`config.mk`:
```
export PLATFORM = sky130hd
export DESIGN_NAME = instr_encoder_flat
export DESIGN_NICKNAME = d
export VERILOG_FILES = /design/src/rtl/instr_encoder_if.sv /design/src/rtl/instr_encoder.sv /design/src/flat_wrapper.sv
export SDC_FILE = /design/constraint.sdc
export NUM_CORES = 1
export LEC_CHECK = 0
export ABC_AREA = 1
export BUFFER_PORTS_ARGS = -buffer_cell sky130_fd_sc_hd__buf_2
export CAP_MARGIN = 20
export CORE_ASPECT_RATIO = 2
export CORE_MARGIN = 4
export CORE_UTILIZATION = 53
export CTS_CLUSTER_SIZE = 24
export DETAILED_ROUTE_END_ITERATION = 8
export PLACE_DENSITY_LB_ADDON = 0.15
export SYNTH_ARGS = -nofsm -noshare
export SYNTH_HDL_FRONTEND = slang
export SYNTH_SLANG_ARGS = --single-unit
```
`constraint.sdc`:
```
create_clock -name clk -period 3.6 [get_ports clk]
set_input_delay 0.72 -clock clk [delete_from_list [all_inputs] [get_ports clk]]
set_output_delay 0.72 -clock clk [all_outputs]
set_load 0.1 [all_outputs]
```
`src/rtl/instr_encoder_if.sv`:
```
// Valid/ready bundle between the program loader, the instruction encoder and
// the instruction-memory write port.
interface instr_encoder_if;
  logic       in_valid;
  logic       in_ready;
  logic       in_mode;
  logic [4:0] in_opcode;
  logic [2:0] in_reg1;
  logic [2:0] in_reg2;
  logic [7:0] in_imm;
  logic       out_valid;
  logic       out_ready;
  logic [8:0] out_code;
  logic       out_mode;

  modport master (
    output in_valid, in_mode, in_opcode, in_reg1, in_reg2, in_imm, out_ready,
    input  in_ready, out_valid, out_code, out_mode
  );

  modport slave (
    input  in_valid, in_mode, in_opcode, in_reg1, in_reg2, in_imm, out_ready,
    output in_ready, out_valid, out_code, out_mode
  );
endinterface

```
`src/rtl/instr_encoder.sv`:
```
// Encodes decoded instruction fields into 9-bit words, inserting a mode-toggle
// word (9'h000) whenever the requested mode differs from the decoder's mode.
module instr_encoder #(
  parameter logic INIT_MODE = 1'b0,
  parameter int   CNTW      = 8
) (
  input  logic            clk,
  input  logic            rst_n,
  instr_encoder_if.slave  bus,
  output logic            err,
  output logic            cur_mode,
  output logic [CNTW-1:0] tog_cnt
);

  typedef enum logic [1:0] {IDLE, TOG, INS} state_t;

  state_t     state, nstate;
  logic [8:0] word;
  logic       wmode;
  logic       legal, immok, idle_fire;
  logic [2:0] immcode;
  logic [8:0] enc;

  // Immediate must be one of the eight representable values.
  always_comb begin
    immok   = 1'b1;
    immcode = 3'd0;
    case (bus.in_imm)
      8'd0:    immcode = 3'd0;
      8'd1:    immcode = 3'd1;
      8'd4:    immcode = 3'd2;
      8'd8:    immcode = 3'd3;
      8'd16:   immcode = 3'd4;
      8'd32:   immcode = 3'd5;
      8'd64:   immcode = 3'd6;
      8'd127:  immcode = 3'd7;
      default: immok   = 1'b0;
    endcase
  end

  always_comb begin
    if (bus.in_mode) begin
      legal = (bus.in_opcode[4:3] == 2'b00) && (bus.in_opcode[2:0] != 3'd0) && immok;
      enc   = {bus.in_opcode[2:0], bus.in_reg1, immcode};
    end else begin
      // opcode 0 is reserved for the toggle word itself
      legal = (bus.in_opcode != 5'd0) && !bus.in_reg1[2] && !bus.in_reg2[2];
      enc   = {bus.in_opcode, bus.in_reg1[1:0], bus.in_reg2[1:0]};
    end
  end

  assign idle_fire = bus.in_valid && (state == IDLE);

  always_comb begin
    nstate        = state;
    bus.in_ready  = 1'b0;
    bus.out_valid = 1'b0;
    bus.out_code  = word;
    bus.out_mode  = wmode;
    case (state)
      IDLE: begin
        bus.in_ready = 1'b1;
        if (idle_fire && legal)
          nstate = (bus.in_mode != cur_mode) ? TOG : INS;
      end
      TOG: begin
        bus.out_valid = 1'b1;
        bus.out_code  = 9'h000;
        bus.out_mode  = cur_mode;
        if (bus.out_ready) nstate = INS;
      end
      INS: begin
        bus.out_valid = 1'b1;
        if (bus.out_ready) nstate = IDLE;
      end
      default: nstate = IDLE;
    endcase
  end

  always_ff @(posedge clk or negedge rst_n) begin
    if (!rst_n) begin
      state    <= IDLE;
      cur_mode <= INIT_MODE;
      word     <= 9'h000;
      wmode    <= INIT_MODE;
      err      <= 1'b0;
      tog_cnt  <= '0;
    end else begin
      state <= nstate;
      err   <= idle_fire && !legal;
      if (idle_fire && legal) begin
        word  <= enc;
        wmode <= bus.in_mode;
      end
      if (state == TOG && bus.out_ready) begin
        cur_mode <= ~cur_mode;
        if (!(&tog_cnt)) tog_cnt <= tog_cnt + 1'b1;
      end
    end
  end

endmodule

```
`src/flat_wrapper.sv`:
```
// flat-port wrapper written by rule: the top's interface ports become plain ports
module instr_encoder_flat 
#(
  parameter logic INIT_MODE = 1'b0,
  parameter int   CNTW      = 8
)
  (clk, rst_n, err, cur_mode, tog_cnt, bus_in_valid, bus_in_mode, bus_in_opcode, bus_in_reg1, bus_in_reg2, bus_in_imm, bus_out_ready, bus_in_ready, bus_out_valid, bus_out_code, bus_out_mode);
  instr_encoder_if bus_i ();
  input  logic clk;
  input  logic rst_n;
  output logic err;
  output logic cur_mode;
  output logic [CNTW-1:0] tog_cnt;
  input wire logic [$bits(bus_i.in_valid)-1:0] bus_in_valid;
  input wire logic [$bits(bus_i.in_mode)-1:0] bus_in_mode;
  input wire logic [$bits(bus_i.in_opcode)-1:0] bus_in_opcode;
  input wire logic [$bits(bus_i.in_reg1)-1:0] bus_in_reg1;
  input wire logic [$bits(bus_i.in_reg2)-1:0] bus_in_reg2;
  input wire logic [$bits(bus_i.in_imm)-1:0] bus_in_imm;
  input wire logic [$bits(bus_i.out_ready)-1:0] bus_out_ready;
  output wire logic [$bits(bus_i.in_ready)-1:0] bus_in_ready;
  output wire logic [$bits(bus_i.out_valid)-1:0] bus_out_valid;
  output wire logic [$bits(bus_i.out_code)-1:0] bus_out_code;
  output wire logic [$bits(bus_i.out_mode)-1:0] bus_out_mode;
  assign bus_i.in_valid = bus_in_valid;
  assign bus_i.in_mode = bus_in_mode;
  assign bus_i.in_opcode = bus_in_opcode;
  assign bus_i.in_reg1 = bus_in_reg1;
  assign bus_i.in_reg2 = bus_in_reg2;
  assign bus_i.in_imm = bus_in_imm;
  assign bus_i.out_ready = bus_out_ready;
  assign bus_in_ready = bus_i.in_ready;
  assign bus_out_valid = bus_i.out_valid;
  assign bus_out_code = bus_i.out_code;
  assign bus_out_mode = bus_i.out_mode;
  instr_encoder #(.INIT_MODE(INIT_MODE), .CNTW(CNTW)) u_core (.clk(clk), .rst_n(rst_n), .bus(bus_i), .err(err), .cur_mode(cur_mode), .tog_cnt(tog_cnt));
endmodule
```
# After elaboration in Yosys (flattened, before gate mapping)
# Cells that the tools add are included.
# W data, S select, Z words.
[word_totals]
reg_bits = 22
in_bits = 24
out_inout_bits = 22
elab_cells = 56
[op_classes]
add_sub_neg = 1
eq_ne = 13
mux = 13
bitwise = 2
reduce_logical = 21
[op_table]
columns = ["op", "n"]
rows = [
  ["$pmux W3 S7", 1],
  ["$mux W9", 2],
  ["$eq A8 B7 Y1 const B", 2],
  ["$add A8 B1 Y8 const B", 1],
  ["$eq A8 B1 Y1 const B", 1],
  ["$eq A8 B3 Y1 const B", 1],
  ["$eq A8 B4 Y1 const B", 1],
  ["$eq A8 B5 Y1 const B", 1],
  ["$eq A8 B6 Y1 const B", 1],
  ["$logic_and A1 B1 Y1", 8],
  ["$logic_not A8 Y1", 1],
  ["$mux W2", 4],
  ["$reduce_and A8 Y1", 1],
  ["$reduce_or A8 Y1", 1],
  ["$ne A2 B2 Y1 const B", 3],
  ["$pmux W2 S3", 1],
  ["$mux W1", 5],
  ["$reduce_bool A5 Y1", 1],
  ["$logic_not A2 Y1", 2],
  ["$logic_not A1 Y1", 3],
  ["$reduce_and A3 Y1", 1],
  ["$reduce_bool A3 Y1", 1],
  ["$eq A2 B1 Y1 const B", 1],
  ["$eq A2 B2 Y1 const B", 1],
  ["other kinds (4)", 5],
]

# Depth between registers and ports, before layout
# Gate-level depths: netlist (run 1).
[logic_depth]
word_depth = 8
depth_mapped = 14
depth_no_buf = 14

# Worst setup path before layout (run 1)
# OpenSTA, ideal clock, no wires.
[synth_timing]
path_kind = "register -> output"
from = "reg u_core.cur_mode"
to = "out bus_out_mode"
arrival_ns = 3.232
t_required_ns = 2.880
setup_slack_ns = -0.352
path_stages_with_launch = 3
n_path_buf = 0
path_cell_list = "dfrtp_1 > inv_1 > o21ai_0"
[synth_via]
elab_chain_len = 1
[synth_rtl]
columns = ["element", "line", "text"]
rows = [
  ["start, declared", "instr_encoder.sv:11", "output logic cur_mode,"],
  ["start signal, assigned", "instr_encoder.sv:96", "cur_mode <= ~cur_mode;"],
  ["$mux W1", "instr_encoder.sv:60", "case (state)"],
  ["end, declared", "flat_wrapper.sv:24", "output wire logic [$bits(bus_i.out_mode)-1:0] bus_out_mode;"],
]
# Every way passes these cells.

# Final worst setup path (run 1)
[layout_timing]
from = "reg u_core.state[1]"
to = "out bus_out_mode"
[layout_via]
elab_chain_len = 2
[layout_rtl]
columns = ["element", "line", "text"]
rows = [
  ["start, declared", "instr_encoder.sv:17", "state_t state, nstate;"],
  ["start signal, assigned", "instr_encoder.sv:89", "state <= nstate;"],
  ["$eq A2 B1 Y1", "instr_encoder.sv:60", ""],
  ["$mux W1", "instr_encoder.sv:60", ""],
]
# Every way passes these cells.

==> metrics.cfg, run 1 <==
[worst_setup_path]
critPathBufInv = 3
worstPathArrival_ns = 1.89
cp_common_cell = inv_1
worst_ep_required_time_ns = 2.88
worstPathMaxFanout = 13
end_kind = output port
path_cells = inv_1 -> ha_1 -> inv_1 -> o21ai_1 -> buf_2
timing.critical_path.slowest_stage_cell = buf_2
start_kind = flip-flop
worstSetupPathType = reg2out
crit_family = buffers and inverters
max_stage_delay_ns = 0.43

[synthesis]
yosys.area.top_type = dfrtp_1
synth-seq-area-share_pct = 40.1
syn-num-nets = 209
synth_area_leaders = dfrtp_1, nand2_1, nor2_1
syn_area_um2 = 1370
synth_edf_count = 0
yosysWarnings = 0
syn_inst = 181
synth_cell_types = 25
syn_avg_cell_area_um2 = 7.59
synth.most_common_cell = nand2_1
yosys_register_bits = 22
synth_top_area_share_pct = 40.1
synth_ff_type = dfrtp_1
async_reset_ff_share_pct = 100
ys_top_cells_by_count = nand2_1, nor2_1, inv_1

[min_path]
hold_path.class = in2async

[clocking]
cts_htree_levels = 1
clk-insertion-delay-late_ns = 0.26
post_cts_resized = 0
cts_tree = done
cts.sinks = 22
clk_path_buf_depth = 2
path_clk_slew_ns = 0.08
cts_buffers = 3
post_cts_buffers = 0
cts_root_buf = clkbuf_8
cts_hold_buffers = 0

[floorplanning]
core_um2 = 2410
die_h_um = 80
start_util_pct = 57.0
die_w_um = 44
pin_count = 46
die_area_um2 = 3520
placementRows = 25

[global_route]
grt_pass1_wl_um = 5150
grt_max_degree = 23
grt_pass1_vias = 1239
overflow = 0
antenna_found_initial = 0
grt.total_usage_pct = 19.2

[sta]
setup_viol = 0
period_minus_slack_ns = 2.61
rsz0062_at_grt = no
worst_pin_slew_ns = 0.503
fmax_ghz = 0.384
report.final.slew_viol_count = 0
fin_tns_setup_ns = 0
finalHoldViolations = 0
finalCritPeriodShare_pct = 72.4
maxSlewHeadroom_pct = 66.5
fin_skew_ns = 0.00310

[detailed_routing]
routedWlPerCell_um = 12.0
num_vias = 1259
drt_iter0_drc = 21
wl_um = 3030
post-route-drc-count = 0
antenna_left = 0
viasPerCell = 4.98
drt_first_pass_iters = 4

[place]
hpwlAfterDp_um = 2450
gp_congestion = 0.811
portBuffers = 45

[run]
drv_cap = 0

[finish]
diodes = 0
seq_area_um2 = 551
final_nets = 255
syn2layout_area_growth_pct = 21.3
final_layout_size_suffix_gt1_share_pct = 24.3
multi_input_area_um2 = 687
n_fill_cell = 208

[run_status]
outcome = finished, final reports clean

[final cells by class]
| type | instances | area share, % |
|---|---|---|
| clock buffer | 3 | 2.48 |
| timing repair buffer | 45 | 13.5 |
| tap | 27 | 2.03 |
| clock inverter | 1 | 1.80 |
| multi-input combinational | 130 | 41.2 |
| sequential | 22 | 33.0 |
| inverter | 25 | 5.93 |
[registers in the layout, summed over array words and instances (netlist names)]
register	cells
u_core.tog_cnt	8
u_core.word	9
u_core.err	1
u_core.wmode	1
u_core.cur_mode	1
u_core.state	2
[worst paths after layout]
path / from / endpoint / slack (ns) / cells after the start
max: u_core.state[1] / bus_out_mode / 0.99 / 5
min: rst_n / u_core.tog_cnt[0] / 0.42 / 1
max reg2reg: u_core.state[1] / u_core.tog_cnt[7] / 1.69 / 7
min reg2reg: u_core.word[0] / u_core.word[0] / 0.50 / 2
max in group asynchronous: rst_n / u_core.state[0] / 2.84 / 1
min in group clk: u_core.word[0] / u_core.word[0] / 0.50 / 2
[worst reg2reg max path, delay by kind of cell (launching register included)]
kind | cells | cell delay [ns]
flip-flops | 1 | 0.40
AND/OR/NAND/NOR | 4 | 0.77
XOR/XNOR | 1 | 0.16
adder cells (fa/ha/maj) | 1 | 0.42
buffers and inverters | 1 | 0.09
[metal layers]
metal / global-route usage, % / vias up / share of wire [%]
met4: 9.06 / 0 / 2.4
met1: 20.7 / 559 / 36
met5: 0 / - / 0
met3: 2.48 / 7 / 6.3
li1: - / 653 / -
met2: 34.9 / 40 / 55
[per-stage QoR]
step	std cells	util, %	setup slack [ns]	area (um^2)	hold slack, ns
CTS	253	69.2	0.981	1670	0.422
global placement	249	66.2	1.36	1600	0.465
detailed placement	249	66.2	1.29	1600	0.481
floorplan	181	-	0.398	1370	0.424
finish	253	69.2	0.995	1670	0.419
global route	253	69.2	0.848	1670	0.449
[kinds of logic (layout without fill, tap and decap cells)]
kind of cell             Yosys count  in the layout  share of synthesized area, %
AO/OA/AOI/OAI                     16             16                          6.28
adder cells (fa/ha/maj)            4              4                          3.64
XOR/XNOR                           9              9                          5.74
AND/OR/NAND/NOR                   95             95                          30.0
flip-flops                        22             22                          40.1
buffers and inverters             29             74                          9.93
multiplexers                       6              6                          4.37
[placed cells by master (no fill, tap or decap)]
cell type  instances
nand3b_1           1
xnor2_1            5
inv_6              1
inv_1             24
nand4_1            1
buf_2             45
bufinv_16          1
nor2_2             1
xor2_1             4
ha_1               4
nand3_1           10
nand2_1           44
o21ai_1            7
dfrtp_1           22
o21bai_1           1
clkbuf_8           3
nor4_4             1
mux2i_1            6
nor2_1            31
a21oi_1            4
nand2_4            1
nor3_1             3
o311ai_0           1
o21ai_0            3
or2_2              1
nand2_2            1
Power of run 1 is left out: the tool's default activity adds up to more than one toggle a clock period on the data nets, which glitch-free logic cannot reach.
==> inputs of run 2 (changes only) <==
--- a/config.mk
+++ b/config.mk
@@ -10,7 +10,7 @@
 export CAP_MARGIN = 20
 export CORE_ASPECT_RATIO = 2
 export CORE_MARGIN = 4
-export CORE_UTILIZATION = 53
+export CORE_UTILIZATION = 45
 export CTS_CLUSTER_SIZE = 24
 export DETAILED_ROUTE_END_ITERATION = 8
 export PLACE_DENSITY_LB_ADDON = 0.15
==> constraint.sdc (replaced) <==
create_clock -name clk -period 2.3 [get_ports clk]
set_input_delay 0.46 -clock clk [delete_from_list [all_inputs] [get_ports clk]]
set_output_delay 0.46 -clock clk [all_outputs]
set_load 0.1 [all_outputs]
==> run 2 against run 1 <==
First-iteration DRC count is 24% lower. Core utilization is 12 points lower. Die area is 15% higher. Register-to-register slack worse by 1.2 ns. Non-clock buffer count rose by 1. Wire length fell by 0.16%. Clock skew is 0.0015 ns lower.
==> metrics.cfg, run 2 (synthesis gave the netlist of run 1 again) <==
[worst_setup_path]
end_kind = output port
cp_common_cell = inv_1
worstPathArrival_ns = 1.68
timing.critical_path.slowest_stage_cell = ha_1
crit_family = buffers and inverters
worstSetupPathType = reg2out
max_stage_delay_ns = 0.40
critPathBufInv = 3
start_kind = flip-flop
worst_ep_required_time_ns = 1.84
worstPathMaxFanout = 13
path_cells = inv_1 -> ha_1 -> inv_1 -> o21ai_2 -> buf_12

[clocking]
cts_tree = done
post_cts_resized = 0
cts_htree_levels = 1
cts_buffers = 3
clk_path_buf_depth = 2
path_clk_slew_ns = 0.08
cts_root_buf = clkbuf_8
post_cts_buffers = 0
cts.sinks = 22
clk-insertion-delay-late_ns = 0.26
cts_hold_buffers = 0

[detailed_routing]
drt_iter0_drc = 16
post-route-drc-count = 0
num_vias = 1261
wl_um = 3030
viasPerCell = 4.91
drt_first_pass_iters = 5
routedWlPerCell_um = 11.8
antenna_left = 0

[floorplanning]
start_util_pct = 46.7
die_area_um2 = 4050
pin_count = 46
core_um2 = 2940
die_w_um = 47.1
placementRows = 28
die_h_um = 86.1

[sta]
fmax_ghz = 0.466
rsz0062_at_grt = no
worst_pin_slew_ns = 0.486
maxSlewHeadroom_pct = 67.6
period_minus_slack_ns = 2.14
setup_viol = 0
finalHoldViolations = 0
report.final.slew_viol_count = 0
finalCritPeriodShare_pct = 93.3
fin_tns_setup_ns = 0
timing.final.ws_setup_ns = 0.155
fin_skew_ns = 0.00156

[finish]
final_nets = 256
fin_area_um2 = 1680
final_cell_mix = nand2_1, buf_2, nor2_1, inv_1, dfrtp_1
n_fill_cell = 307
reg.largest.list = u_core.word x9, u_core.tog_cnt x8, u_core.state x2
final_layout_size_suffix_gt1_share_pct = 25.1
syn2layout_area_growth_pct = 22.3
diodes = 0
regMostFlops = u_core.word
fin_util_pct = 57.1
largest_reg_flops = 9

[global_route]
antenna_found_initial = 0
grt_max_degree = 23
grt_pass1_vias = 1174
grt.total_usage_pct = 16.2
overflow = 0
grt_pass1_wl_um = 4800

[run_status]
outcome = finished, final reports clean

[place]
portBuffers = 45
hpwlAfterDp_um = 2530
pre_cts_ws_ns = 0.398
place_area_um2 = 1630
gp_congestion = 0.774

[run]
drv_cap = 0

[min_path]
hold_path.class = in2async

-- run 2: changes by cell type in the layout (fill, tap and decap cells not counted), sizes merged --
| cell | previous run | this run |
|---|---|---|
| bufinv | 1 | 0 |
| buf | 45 | 46 |
| clkbuf | 3 | 4 |
-- run 2: per-stage QoR --
step,hold WS (ns),cells
3_5_place_dp,0.453,253
3_3_place_gp,0.453,253
5_1_grt,0.182,257
2_1_floorplan,0.164,181
6_report,0.153,257
4_1_cts,0.170,257
-- run 2: area by class of cell --
| cell class | instances | area [um^2] | area share (%) |
|---|---|---|---|
| Clock buffer | 4 | 55.1 | 3.28 |
| Inverter | 25 | 98.8 | 5.88 |
| Multi-Input combinational cell | 130 | 691 | 41.1 |
| Sequential cell | 22 | 551 | 32.8 |
| Tap cell | 30 | 37.5 | 2.23 |
| Timing Repair Buffer | 46 | 248 | 14.7 |
-- run 2: final timing paths --
| check | slack (ns) | cells after the start | start | end |
|---|---|---|---|---|
| worst max-delay path | 0.16 | 5 | u_core.state[1] | bus_out_mode |
| worst min-delay path | 0.15 | 1 | rst_n | u_core.tog_cnt[2] |
| worst max register to register | 0.48 | 7 | u_core.state[1] | u_core.tog_cnt[7] |
| worst min register to register | 0.49 | 2 | u_core.word[3] | u_core.word[3] |
| max in group asynchronous | 1.81 | 1 | rst_n | u_core.tog_cnt[3] |
| min in group clk | 0.44 | 3 | bus_in_valid | u_core.err |
-- run 2: worst register-to-register path, stage by stage (launching register included) --
cell and delay, ns:
dfrtp_1 0.39, inv_1 0.08, ha_1 0.40, nand3_1 0.26
nor2_1 0.21, nand3_1 0.14, nor2_1 0.13, xor2_1 0.15
-- run 2: per-layer routing --
metal  part of all wire, %  wire length (um)  up-vias  global-route usage [%]
li1                      -                 -      656                       -
met1                    33               996      564                    14.8
met2                    61              1840       37                    32.3
met3                   4.9               148        4                    1.47
met4                   1.5                45        0                    6.05
met5                     0                 0        -                       0
Power of run 2 is left out for the same reason.
==> inputs of run 3 (changes only) <==
--- a/config.mk
+++ b/config.mk
@@ -5,15 +5,14 @@
 export SDC_FILE = /design/constraint.sdc
 export NUM_CORES = 1
 export LEC_CHECK = 0
-export ABC_AREA = 1
 export BUFFER_PORTS_ARGS = -buffer_cell sky130_fd_sc_hd__buf_2
 export CAP_MARGIN = 20
-export CORE_ASPECT_RATIO = 2
 export CORE_MARGIN = 4
 export CORE_UTILIZATION = 45
 export CTS_CLUSTER_SIZE = 24
 export DETAILED_ROUTE_END_ITERATION = 8
 export PLACE_DENSITY_LB_ADDON = 0.15
+export SLEW_MARGIN = 5
 export SYNTH_ARGS = -nofsm -noshare
 export SYNTH_HDL_FRONTEND = slang
 export SYNTH_SLANG_ARGS = --single-unit
==> run 3 against run 2 <==
Cell area is 3.5% higher. Maximum frequency hardly changed. Cell count is 13% lower. Die area is 1.0% higher. Largest cell class unchanged. Via count is 8.4% lower. Core utilization is 0.34 points higher. Critical endpoint unchanged. Wire length is 1.6% lower. Sequential share of layout area is 0.96 points lower.
==> metrics.cfg, run 3 <==
[run_status]
outcome = finished, final reports clean

[pwr]
p_seq_share_pct = 23.8
p_sw_mw = 1.49
sw_frac_of_total_pct = 59.7
leakagePower_nw = 0.875
p_int_mw = 1.01
power_mw = 2.50
p_clk_share_pct = 8.5
ir_drop_uv = 916
pwr-share-comb_pct = 67.7
powerDensity_nw_per_um2 = 1440

[worst_setup_path]
path_cells = inv_1 -> ha_2 -> mux2_2 -> buf_2
worst_ep_required_time_ns = 1.84
max_stage_delay_ns = 0.40
end_kind = output port
timing.critical_path.slowest_stage_cell = dfrtp_1
worstPathArrival_ns = 1.68
worstReg2RegStart = u_core.state[0]
worstPathMaxFanout = 6
crit_start = u_core.state[1]
critPathBufInv = 2
start_kind = flip-flop
worstSetupPathType = reg2out
crit_family = flip-flops

[synthesis]
yosys.area.top_type = dfrtp_1
synth_cell_types = 37
syn_area_um2 = 1410
synth_area_leaders = dfrtp_1, mux2_4, mux2_2
syn_inst = 132
synth_top_area_share_pct = 39.0
synth_ff_type = dfrtp_1
ys_top_cells_by_count = dfrtp_1, nor2_1
yosysWarnings = 0
syn_avg_cell_area_um2 = 10.7
syn-num-nets = 160
async_reset_ff_share_pct = 100
synth-seq-area-share_pct = 39.0
synth.most_common_cell = dfrtp_1
yosys_register_bits = 22
synth_edf_count = 0

[place]
hpwlAfterDp_um = 2410
portBuffers = 45
place_area_um2 = 1680
gp_congestion = 0.741

[sta]
report.final.slew_viol_count = 0
maxSlewHeadroom_pct = 61.7
finalCritPeriodShare_pct = 93.3
fin_skew_ns = 0.00291
finalHoldViolations = 0
fmax_ghz = 0.466
worst_pin_slew_ns = 0.574
rsz0062_at_grt = no
setup_viol = 0
period_minus_slack_ns = 2.14

[floorplanning]
die_w_um = 64.0
die_h_um = 64.0
core_um2 = 3030
start_util_pct = 46.6
pin_count = 46
placementRows = 20
die_area_um2 = 4100

[finish]
fin_area_um2 = 1740
diodes = 0
final_cell_mix = buf_2, dfrtp_1, clkbuf_4, nor2_1
syn2layout_area_growth_pct = 23.2
final_layout_size_suffix_gt1_share_pct = 44.4
final_nets = 209
largest_reg_flops = 9
regMostFlops = u_core.word
n_fill_cell = 262
reg.largest.list = u_core.word x9, u_core.tog_cnt x8, u_core.state x2
final_common_cell = buf_2

[global_route]
overflow = 0
antenna_found_initial = 0
grt_pass1_vias = 1163
grt_pass1_wl_um = 5150
grt_max_degree = 23
grt.total_usage_pct = 15.7

[detailed_routing]
num_vias = 1155
wl_um = 2980
routedWlPerCell_um = 13.3
antenna_left = 0
drt_iter0_drc = 39
post-route-drc-count = 0
drt_first_pass_iters = 4
viasPerCell = 5.16

[min_path]
hold_path.class = in2async

[clocking]
cts_tree = done
cts_htree_levels = 1
cts_buffers = 3
post_cts_buffers = 0
cts_root_buf = clkbuf_4
clk_path_buf_depth = 2
cts.sinks = 22
path_clk_slew_ns = 0.12
cts_hold_buffers = 0
clk-insertion-delay-late_ns = 0.30

[run]
drv_cap = 0

run 3: what timing repair did:
action	4_1_cts	5_1_grt
setup endpoints to repair	0	9
resized for setup	0	9
endpoints found under the hold margin	0	0
run 3: metal layers:
metal | global-route usage (%) | part of all wire (%)
met5 | 0 | 0
met4 | 5.12 | 0.64
met3 | 2.64 | 5.3
met2 | 29.5 | 54
met1 | 17.6 | 41
run 3: power by group through the flow:
stage                     logic [mW]  registers, mW  clock network [mW]
after floorplan                 1.25          0.790                   0
after global placement          1.65          0.599                   0
after detailed placement        1.66          0.607                   0
after CTS                       1.66          0.598               0.218
after global routing            1.77          0.615               0.236
final                           1.69          0.596               0.213
run 3: area by class of cell:
class,instances,area (um^2),area share [%]
Inverter,3,11.3,0.647
Tap cell,44,55.1,3.17
Clock buffer,4,36.3,2.09
Sequential cell,22,553,31.8
Timing Repair Buffer,48,268,15.4
Multi-Input combinational cell,103,816,46.9
run 3: kinds of logic (layout without fill, tap and decap cells):
| group | count (synthesis) | after routing | synth area share (%) |
|---|---|---|---|
| AOI/OAI and AO/OA | 18 | 18 | 9.04 |
| xor gates and xnor gates | 12 | 12 | 7.45 |
| adders and majority gates | 5 | 5 | 4.26 |
| buffers and inverters | 7 | 55 | 3.37 |
| DFF | 22 | 22 | 39.0 |
| muxes | 18 | 18 | 16.8 |
| and+or+nand+nor | 50 | 50 | 20.1 |
run 3: stage by stage:
step | hold WS, ns | instances | utilization [%] | setup slack (ns) | TNS (ns)
after global routing | 0.128 | 224 | 57.4 | 0.0701 | 0
after detailed placement | 0.451 | 220 | 55.5 | -0.0223 | -0.0223
after floorplan | 0.164 | 132 | - | -0.315 | -2.84
after global placement | 0.450 | 220 | 55.5 | 0.0269 | 0
after CTS | 0.109 | 224 | 56.7 | 0.0313 | 0
final | 0.0978 | 224 | 57.4 | 0.155 | 0
run 3: worst paths after layout:
check                               endpoint  slack [ns]  cells past startpoint
max                             bus_out_mode        0.16                      4
min                        u_core.tog_cnt[2]         0.1                      1
max reg2reg                   u_core.word[0]        0.53                      5
min reg2reg                u_core.tog_cnt[7]        0.49                      1
max in group asynchronous  u_core.tog_cnt[1]        1.85                      1
min in group clk                  u_core.err        0.45                      3
Power figures use the tool's default switching activity.
